<file path="config.mk">
export PLATFORM = sky130hd
export DESIGN_NAME = rst_seq_flat
export DESIGN_NICKNAME = d
export VERILOG_FILES = /design/src/rtl/rst_seq_if.sv /design/src/rtl/rst_seq.sv /design/src/flat_wrapper.sv
export SDC_FILE = /design/constraint.sdc
export NUM_CORES = 1
export LEC_CHECK = 0
export ABC_AREA = 1
export CAP_MARGIN = 0
export CORE_MARGIN = 4
export CORE_UTILIZATION = 47
export CTS_CLUSTER_DIAMETER = 50
export DETAILED_ROUTE_END_ITERATION = 8
export DONT_BUFFER_PORTS = 1
export PLACE_DENSITY_LB_ADDON = 0.12
export SYNTH_ARGS = -nofsm -noshare
export SYNTH_HDL_FRONTEND = slang
export SYNTH_SLANG_ARGS = --single-unit
export TNS_END_PERCENT = 50
</file>
<file path="constraint.sdc">
create_clock -name MASTER_CLK -period 2.2 [get_ports MASTER_CLK]
set_clock_uncertainty 0.05 [all_clocks]
set_input_delay 0 -clock MASTER_CLK [delete_from_list [all_inputs] [get_ports MASTER_CLK]]
set_output_delay 0 -clock MASTER_CLK [all_outputs]
set_load 0.01 [all_outputs]
</file>
<file path="src/rtl/rst_seq_if.sv">
// rst_seq_if: debug run/step controls and the reset/enable outputs of the reset sequencer.
interface rst_seq_if;
    logic       RUN;
    logic       STEP;
    logic       DIV_RST;
    logic       MEM_RST;
    logic       CPU_RST;
    logic       MEM_EN;
    logic       CPU_EN;
    logic       HALTED;
    logic [2:0] STATE;
    modport master (output RUN, STEP, input DIV_RST, MEM_RST, CPU_RST, MEM_EN, CPU_EN, HALTED, STATE);
    modport slave  (input RUN, STEP, output DIV_RST, MEM_RST, CPU_RST, MEM_EN, CPU_EN, HALTED, STATE);
endinterface

</file>
<file path="src/rtl/rst_seq.sv">
// rst_seq: stretches reset for the clock divider, releases memory then CPU reset on phase
// boundaries, and emits phase-aligned MEM_EN/CPU_EN strobes with run/halt/step CPU gating.
module rst_seq #(
    parameter int HOLD_CYCLES  = 16,
    parameter int MEM_LEAD     = 4,
    parameter bit START_HALTED = 1'b0
) (
    input  logic     MASTER_CLK,
    input  logic     RESET,
    rst_seq_if.slave bus
);
    localparam int HW = $clog2(HOLD_CYCLES) + 1;
    localparam int LW = $clog2(MEM_LEAD) + 1;
    typedef enum logic [2:0] {
        S_HOLD     = 3'd0,
        S_MEM_WAKE = 3'd1,
        S_LEAD     = 3'd2,
        S_RUN      = 3'd3,
        S_HALT     = 3'd4,
        S_STEP     = 3'd5
    } state_t;
    state_t        state_q, state_d;
    logic [HW-1:0] hold_cnt_q, hold_cnt_d;
    logic [LW-1:0] lead_cnt_q, lead_cnt_d, lead_inc;
    logic [1:0]    ph_q, ph_d;
    logic          div_rst_q, mem_rst_q, cpu_rst_q, halted_q;
    logic          mem_en, cpu_en;
    assign mem_en   = ph_q[0] & ~div_rst_q;
    assign cpu_en   = (ph_q == 2'd3) && (state_q == S_RUN || state_q == S_STEP);
    // the strobe landing in LEAD's exit cycle counts toward the lead
    assign lead_inc = (mem_en && lead_cnt_q != '1) ? lead_cnt_q + LW'(1) : lead_cnt_q;
    always_comb begin
        state_d    = state_q;
        hold_cnt_d = hold_cnt_q;
        lead_cnt_d = lead_cnt_q;
        ph_d       = div_rst_q ? 2'd0 : ph_q + 2'd1;
        if (RESET) begin
            state_d    = S_HOLD;
            hold_cnt_d = '0;
            lead_cnt_d = '0;
            ph_d       = 2'd0;
        end else begin
            case (state_q)
                S_HOLD: begin
                    hold_cnt_d = hold_cnt_q + HW'(hold_cnt_q != '1);
                    state_d    = (hold_cnt_q == HW'(HOLD_CYCLES - 1)) ? S_MEM_WAKE : S_HOLD;
                end
                S_MEM_WAKE: state_d = (ph_q == 2'd3) ? S_LEAD : S_MEM_WAKE;
                S_LEAD: begin
                    lead_cnt_d = lead_inc;
                    if (ph_q == 2'd3 && lead_inc >= LW'(MEM_LEAD))
                        state_d = START_HALTED ? S_HALT : S_RUN;
                end
                S_RUN:  state_d = bus.RUN ? S_RUN : S_HALT;
                S_HALT: state_d = bus.RUN ? S_RUN : (bus.STEP ? S_STEP : S_HALT);
                S_STEP: state_d = (ph_q == 2'd3) ? S_HALT : S_STEP;
                default: state_d = S_HOLD;
            endcase
        end
    end
    always_ff @(posedge MASTER_CLK) begin
        state_q    <= state_d;
        hold_cnt_q <= hold_cnt_d;
        lead_cnt_q <= lead_cnt_d;
        ph_q       <= ph_d;
        div_rst_q  <= state_d == S_HOLD;
        mem_rst_q  <= state_d == S_HOLD || state_d == S_MEM_WAKE;
        cpu_rst_q  <= state_d == S_HOLD || state_d == S_MEM_WAKE || state_d == S_LEAD;
        halted_q   <= state_d == S_HALT || state_d == S_STEP;
    end
    assign bus.DIV_RST = div_rst_q;
    assign bus.MEM_RST = mem_rst_q;
    assign bus.CPU_RST = cpu_rst_q;
    assign bus.MEM_EN  = mem_en;
    assign bus.CPU_EN  = cpu_en;
    assign bus.HALTED  = halted_q;
    assign bus.STATE   = state_q;
endmodule
</file>
<file path="src/flat_wrapper.sv">
// flat-port wrapper written by rule: the top's interface ports become plain ports
module rst_seq_flat 
#(
    parameter int HOLD_CYCLES  = 16,
    parameter int MEM_LEAD     = 4,
    parameter bit START_HALTED = 1'b0
)
  (MASTER_CLK, RESET, bus_RUN, bus_STEP, bus_DIV_RST, bus_MEM_RST, bus_CPU_RST, bus_MEM_EN, bus_CPU_EN, bus_HALTED, bus_STATE);
  rst_seq_if bus_i ();
  input  logic MASTER_CLK;
  input  logic RESET;
  input wire logic [$bits(bus_i.RUN)-1:0] bus_RUN;
  input wire logic [$bits(bus_i.STEP)-1:0] bus_STEP;
  output wire logic [$bits(bus_i.DIV_RST)-1:0] bus_DIV_RST;
  output wire logic [$bits(bus_i.MEM_RST)-1:0] bus_MEM_RST;
  output wire logic [$bits(bus_i.CPU_RST)-1:0] bus_CPU_RST;
  output wire logic [$bits(bus_i.MEM_EN)-1:0] bus_MEM_EN;
  output wire logic [$bits(bus_i.CPU_EN)-1:0] bus_CPU_EN;
  output wire logic [$bits(bus_i.HALTED)-1:0] bus_HALTED;
  output wire logic [$bits(bus_i.STATE)-1:0] bus_STATE;
  assign bus_i.RUN = bus_RUN;
  assign bus_i.STEP = bus_STEP;
  assign bus_DIV_RST = bus_i.DIV_RST;
  assign bus_MEM_RST = bus_i.MEM_RST;
  assign bus_CPU_RST = bus_i.CPU_RST;
  assign bus_MEM_EN = bus_i.MEM_EN;
  assign bus_CPU_EN = bus_i.CPU_EN;
  assign bus_HALTED = bus_i.HALTED;
  assign bus_STATE = bus_i.STATE;
  rst_seq #(.HOLD_CYCLES(HOLD_CYCLES), .MEM_LEAD(MEM_LEAD), .START_HALTED(START_HALTED)) u_core (.MASTER_CLK(MASTER_CLK), .RESET(RESET), .bus(bus_i));
endmodule
</file>
# Word-level counts from Yosys, hierarchy flattened
# Cells that the tools add are included.
# word_totals
regBits	17
latch_bits	0
ram_bits	0
romBits	0
input_bits	4
output_inout_bits	9
word_cells	47
mem_count	0
# op_classes
addsub	3
mul	0
div_mod_pow	0
order_cmp	1
eq_ne	13
shifts	0
n_mux	10
bitwise_logic	2
reduce_logical	10
# ops
operator	count
3-bit one-hot mux with 6 select lines	1
3-bit two-way mux	5
3-bit == test (second input constant)	4
3-bit by 2-bit == test with 1-bit output (second input constant)	3
3-bit by 1-bit == test with 1-bit output (second input constant)	2
3-bit logical NOT	2
5-bit by 1-bit adder with 5-bit output	1
5-bit by 4-bit == test with 1-bit output (second input constant)	1
5-bit != test (second input constant)	1
1-bit logical OR	4
3-bit by 1-bit adder with 3-bit output (second input constant)	1
3-bit greater-or-equal comparator (second input constant)	1
1-bit logical AND	3
1-bit two-way mux	3
3-bit != test (second input constant)	1
2-bit by 1-bit adder with 2-bit output (second input constant)	1
2-bit == test (second input constant)	1
2-bit two-way mux	1
2-bit OR reduction	1
1-bit bitwise AND	1
1-bit NOT	1

# Logic depth before layout (Yosys ltp)
# logic_depth
depth_word	12
ltp_mapped	9
mapped_depth_nobuf	9

# Worst setup path before layout
# OpenSTA, ideal clock, no wires.
# synth_path
path_type	register -> register
start	reg u_core.hold_cnt_q[1]
end	reg u_core.hold_cnt_q[4]
setup_time_ns	0.070
arrival_time_ns	1.444
t_required_ns	2.080
slack_ns	0.636
stages_incl_launch_ff	10
n_path_buf	0
synth_period_minus_slack_ns	1.564
path_cell_list	dfxtp_1 > nand4_1 > or2_2 > ha_1 > ha_1 > inv_1 > nor3_2 > nand2_1 > o21ai_1 > a21oi_1
# synth_via
elab_chain_cells	2
# synth_rtl
item	line	rtl
start, declared	rst_seq.sv:23	logic [HW-1:0] hold_cnt_q, hold_cnt_d;
start signal, assigned	rst_seq.sv:63	hold_cnt_q <= hold_cnt_d;
5-bit != test	rst_seq.sv:45	hold_cnt_d = hold_cnt_q + HW'(hold_cnt_q != '1);
5-bit by 1-bit adder with 5-bit output *	rst_seq.sv:45	
# Mark *: on every way between the ends. The rest lies on a longest branch, timed or not.
# A chain may end at the register's enable or synchronous reset.

# Worst setup path in the final report
# Same ends and word-level chain as after synthesis.

==> metrics.txt <==
# TYPE chip_impl_metric gauge
chip_impl_metric{name="comb_power_share",unit=""} 0.041
chip_impl_metric{name="synth_async_reset_ratio",unit=""} 0
chip_impl_metric{name="synth_sequential_area_ratio",unit=""} 0.417
chip_impl_info{name="crit-reg2reg-launch",value="u_core.hold_cnt_q[1]"} 1
chip_impl_info{name="setup.worst_path.start_class",value="flop"} 1
chip_impl_metric{name="preCtsSetupSlack",unit="ps"} 510
chip_impl_metric{name="io_buffers",unit=""} 0
chip_impl_metric{name="final_clock_period_utilization_by_the_worst_path",unit=""} 0.782
chip_impl_metric{name="drt_iter0_markers",unit=""} 10
chip_impl_metric{name="synthesis.area_per_instance",unit="um2"} 7.71
chip_impl_metric{name="worstRegToRegCells",unit=""} 9
chip_impl_metric{name="grt_start_max_net_pins",unit=""} 10
chip_impl_metric{name="setup_viol_count_final",unit=""} 0
chip_impl_metric{name="clkTransAtPathRegs",unit="ps"} 100
chip_impl_metric{name="tightestPinTransition",unit="ps"} 430
chip_impl_metric{name="place.gp.congestion",unit=""} 0.794
chip_impl_metric{name="core_area",unit="um2"} 1580
chip_impl_metric{name="synth_largest_type_area_fraction",unit=""} 0.417
chip_impl_metric{name="seqCellArea",unit="um2"} 340
chip_impl_metric{name="dr_drc_count",unit=""} 0
chip_impl_metric{name="design.final.nets",unit=""} 121
chip_impl_metric{name="hold_ws",unit="ps"} 13.0
chip_impl_metric{name="register_to_register_setup_slack",unit="ps"} 480
chip_impl_metric{name="routed_via_count_divided_by_cell_count",unit=""} 5.27
chip_impl_info{name="synth_most_common_cell",value="sky130_fd_sc_hd__dfxtp_1"} 1
chip_impl_metric{name="globalRouteOverflowTotal",unit=""} 0
chip_impl_metric{name="timing.critical_path.arrival",unit="ps"} 1890
chip_impl_metric{name="ys_ff_latch",unit=""} 17
chip_impl_info{name="synthDominantAreaCellType",value="sky130_fd_sc_hd__dfxtp_1"} 1
chip_impl_info{name="cp-end-kind",value="flop"} 1
chip_impl_metric{name="syn_inst",unit=""} 106
chip_impl_metric{name="fp.dieArea",unit="um2"} 2470
chip_impl_metric{name="design.portCount",unit=""} 13
chip_impl_metric{name="h-tree-depth",unit=""} 1
chip_impl_metric{name="power-per-cell-area",unit="nW/um2"} 575
chip_impl_metric{name="fp.dieW",unit="um"} 49.7
chip_impl_metric{name="post-cts-setup-buffers",unit=""} 0
chip_impl_metric{name="internal_power",unit="uW"} 391
chip_impl_metric{name="fin_tns_setup",unit="ps"} 0
chip_impl_metric{name="hpwlAfterDp",unit="um"} 1170
chip_impl_metric{name="global_route.usage.total",unit=""} 0.134
chip_impl_info{name="outcome",value="completed"} 1
chip_impl_metric{name="fmax",unit="MHz"} 581
chip_impl_metric{name="critical_path_fanouts_max",unit=""} 4
chip_impl_metric{name="report.final.hold_viol_count",unit=""} 0
chip_impl_metric{name="number_of_global_route_vias_before_repair",unit=""} 600
chip_impl_metric{name="layout-area-overhead-vs-synth",unit="%"} 6.74
chip_impl_metric{name="yosys.area_share.simple",unit=""} 0.302
chip_impl_metric{name="switching_power",unit="uW"} 110
chip_impl_info{name="crit-reg2reg-capture",value="u_core.hold_cnt_q[4]"} 1
chip_impl_metric{name="via_count",unit=""} 669
chip_impl_metric{name="yosys.area_share.adder",unit=""} 0.0766
chip_impl_metric{name="drive_above_1_share",unit=""} 0.117
chip_impl_metric{name="timing.max_cap.violations",unit=""} 0
chip_impl_metric{name="report.final.slew_viol_count",unit=""} 0
chip_impl_metric{name="synth_compound_area_frac",unit=""} 0.103
chip_impl_metric{name="synth_edf_count",unit=""} 0
chip_impl_metric{name="n_antenna_cell",unit=""} 0
chip_impl_metric{name="power.clock.fraction",unit=""} 0.328
chip_impl_metric{name="first_pass_grt_wire_length",unit="um"} 2550
chip_impl_info{name="clk_root_buffer_cell",value="sky130_fd_sc_hd__clkbuf_4"} 1
chip_impl_metric{name="multiInputGateArea",unit="um2"} 402
chip_impl_metric{name="switching_share",unit=""} 0.220
chip_impl_metric{name="die_height",unit="um"} 49.7
chip_impl_metric{name="layout_setup_ws",unit="ps"} 479
chip_impl_metric{name="filler_cell_count",unit=""} 158
chip_impl_metric{name="critical_path_required_time",unit="ps"} 2370
chip_impl_metric{name="num_cts_buffers",unit=""} 3
chip_impl_metric{name="cts.sink_count",unit=""} 17
chip_impl_metric{name="initial_core_util",unit=""} 0.518
chip_impl_metric{name="syn_nets",unit=""} 115
chip_impl_info{name="postSynth.topFlopCell",value="sky130_fd_sc_hd__dfxtp_1"} 1
chip_impl_info{name="setup_repair_after_global_routing_missed_its_margin",value="no"} 1
chip_impl_metric{name="post-route-min-period",unit="ps"} 1720
chip_impl_info{name="dominant_combinational_cell_family_by_area_after_synthesis",value="simple AND/OR/NAND/NOR gates"} 1
chip_impl_metric{name="yosys-mux-area-fraction",unit=""} 0
chip_impl_info{name="min_path_type",value="input port to flop"} 1
chip_impl_metric{name="yosysUniqueCellTypes",unit=""} 21
chip_impl_metric{name="share_seq_of_total_power",unit=""} 0.631
chip_impl_info{name="tritoncts",value="yes"} 1
chip_impl_metric{name="yosys.area_share.xor_xnor",unit=""} 0.0107
chip_impl_metric{name="detail_route.first_pass.iterations",unit=""} 6
chip_impl_metric{name="mappedNetlistArea",unit="um2"} 817
chip_impl_metric{name="clk_latency",unit="ps"} 280
chip_impl_metric{name="yosysWarnings",unit=""} 0
chip_impl_info{name="crit_type",value="flop to flop"} 1
chip_impl_info{name="worst_setup_path_endpoint",value="u_core.hold_cnt_q[4]"} 1
chip_impl_metric{name="totalWireLength",unit="um"} 1520
chip_impl_info{name="synth.area.top_cells",value="sky130_fd_sc_hd__dfxtp_1 (42%), sky130_fd_sc_hd__ha_1 (7.7%), sky130_fd_sc_hd__nor2_1 (6.4%)"} 1
chip_impl_info{name="startpoint",value="u_core.hold_cnt_q[1]"} 1
chip_impl_metric{name="worst_slew_margin_rel",unit=""} 0.713
chip_impl_metric{name="antenna_found_initial",unit=""} 0
chip_impl_metric{name="cts_max_path_buffers",unit=""} 2
chip_impl_metric{name="fp-row-count",unit=""} 14
chip_impl_metric{name="max-vdd-ir-drop",unit="mV"} 0.371
chip_impl_metric{name="power.static_leakage",unit="nW"} 0.376
chip_impl_metric{name="wl_per_cell",unit="um"} 12.0
chip_impl_info{name="synth_common_cells",value="sky130_fd_sc_hd__dfxtp_1 (17), sky130_fd_sc_hd__nor2_1 (14), sky130_fd_sc_hd__inv_1 (13), sky130_fd_sc_hd__nand2_1 (13), sky130_fd_sc_hd__nand3_1 (7)"} 1
chip_impl_metric{name="antenna_left",unit=""} 0
## worst max-delay path, cell delays in order, from the launching register on
cell,delay [ps]
sky130_fd_sc_hd__dfxtp_1,390
sky130_fd_sc_hd__nand4_1,140
sky130_fd_sc_hd__or2_2,300
sky130_fd_sc_hd__ha_1,220
sky130_fd_sc_hd__ha_1,190
sky130_fd_sc_hd__inv_1,70
sky130_fd_sc_hd__nor3_2,50
sky130_fd_sc_hd__nand2_1,80
sky130_fd_sc_hd__o21ai_1,60
sky130_fd_sc_hd__a21oi_1,120
## power groups by stage
stage	combinational, mW	clock [mW]	sequential, mW
final	0.0204	0.164	0.317
after global routing	0.0248	0.190	0.318
after CTS	0.0211	0.172	0.317
after detailed placement	0.0158	0	0.324
after global placement	0.0155	0	0.324
after floorplan	0.0126	0	0.323
## area by class of cell
type	count	share of cell area
tap	16	0.0230
timing repair buffer	2	0.0230
inverter	17	0.0732
clock buffer	4	0.0301
sequential	17	0.390
multi-input combinational	71	0.461
## sequential cells by signal, summed over array words and instances, names as in the netlist
name                cells
u_core.ph_q             2
u_core.hold_cnt_q       5
u_core.bus.MEM_RST      1
u_core.bus.STATE        3
u_core.bus.HALTED       1
u_core.bus.DIV_RST      1
u_core.lead_cnt_q       3
u_core.bus.CPU_RST      1
## routing by layer
metal,track usage,wire (um),up-vias
met5,0,0,-
met4,0.0691,10,0
met3,0.0361,81,2
met2,0.227,694,14
met1,0.154,732,296
li1,-,-,357
## worst min-delay path by stage
stage / slack (ps) / depth (start not counted) / endpoint / from
global route: 70 / 3 / u_core.bus.STATE[0] / bus_STEP
finish: 10 / 3 / u_core.bus.STATE[0] / bus_STEP
CTS: 1 / 3 / u_core.bus.STATE[0] / bus_STEP
global placement: 20 / 1 / u_core.bus.STATE[0] / RESET
floorplan: 20 / 1 / u_core.lead_cnt_q[2] / RESET
detailed placement: 20 / 1 / u_core.lead_cnt_q[2] / RESET
## placed cells by master (no fill, tap or decap)
| cell | count |
|---|---|
| sky130_fd_sc_hd__a21oi_1 | 6 |
| sky130_fd_sc_hd__a31oi_1 | 1 |
| sky130_fd_sc_hd__clkbuf_1 | 1 |
| sky130_fd_sc_hd__clkbuf_4 | 3 |
| sky130_fd_sc_hd__dfxtp_1 | 17 |
| sky130_fd_sc_hd__dlygate4sd3_1 | 2 |
| sky130_fd_sc_hd__ha_1 | 5 |
| sky130_fd_sc_hd__inv_1 | 13 |
| sky130_fd_sc_hd__inv_2 | 4 |
| sky130_fd_sc_hd__nand2_1 | 13 |
| sky130_fd_sc_hd__nand3_1 | 7 |
| sky130_fd_sc_hd__nand4_1 | 3 |
| sky130_fd_sc_hd__nor2_1 | 14 |
| sky130_fd_sc_hd__nor2_2 | 1 |
| sky130_fd_sc_hd__nor2_4 | 3 |
| sky130_fd_sc_hd__nor3_1 | 4 |
| sky130_fd_sc_hd__nor3_2 | 1 |
| sky130_fd_sc_hd__nor3b_1 | 2 |
| sky130_fd_sc_hd__o21ai_0 | 5 |
| sky130_fd_sc_hd__o21ai_1 | 3 |
| sky130_fd_sc_hd__o21bai_1 | 1 |
| sky130_fd_sc_hd__or2_2 | 1 |
| sky130_fd_sc_hd__xnor2_1 | 1 |
## per-stage QoR
stage,utilization,total power [mW],area [um2],cells
floorplan,-,0.335,817,106
CTS,0.553,0.509,872,127
detailed placement,0.524,0.340,826,121
global placement,0.524,0.339,826,121
global route,0.553,0.533,872,127
finish,0.553,0.502,872,127
## cells by family after synthesis
group	count (synthesis)
adder cells (fa/ha/maj)	5
XOR/XNOR	1
flip-flops	17
AND/OR/NAND/NOR	49
buffers and inverters	18
AO/OA/AOI/OAI	16
## what timing repair did
action | CTS | global route
gates resized for setup | 0 | 0
endpoints found under the hold margin | 16 | 0
hold buffers | 2 | 0
Power figures use the tool's default switching activity.
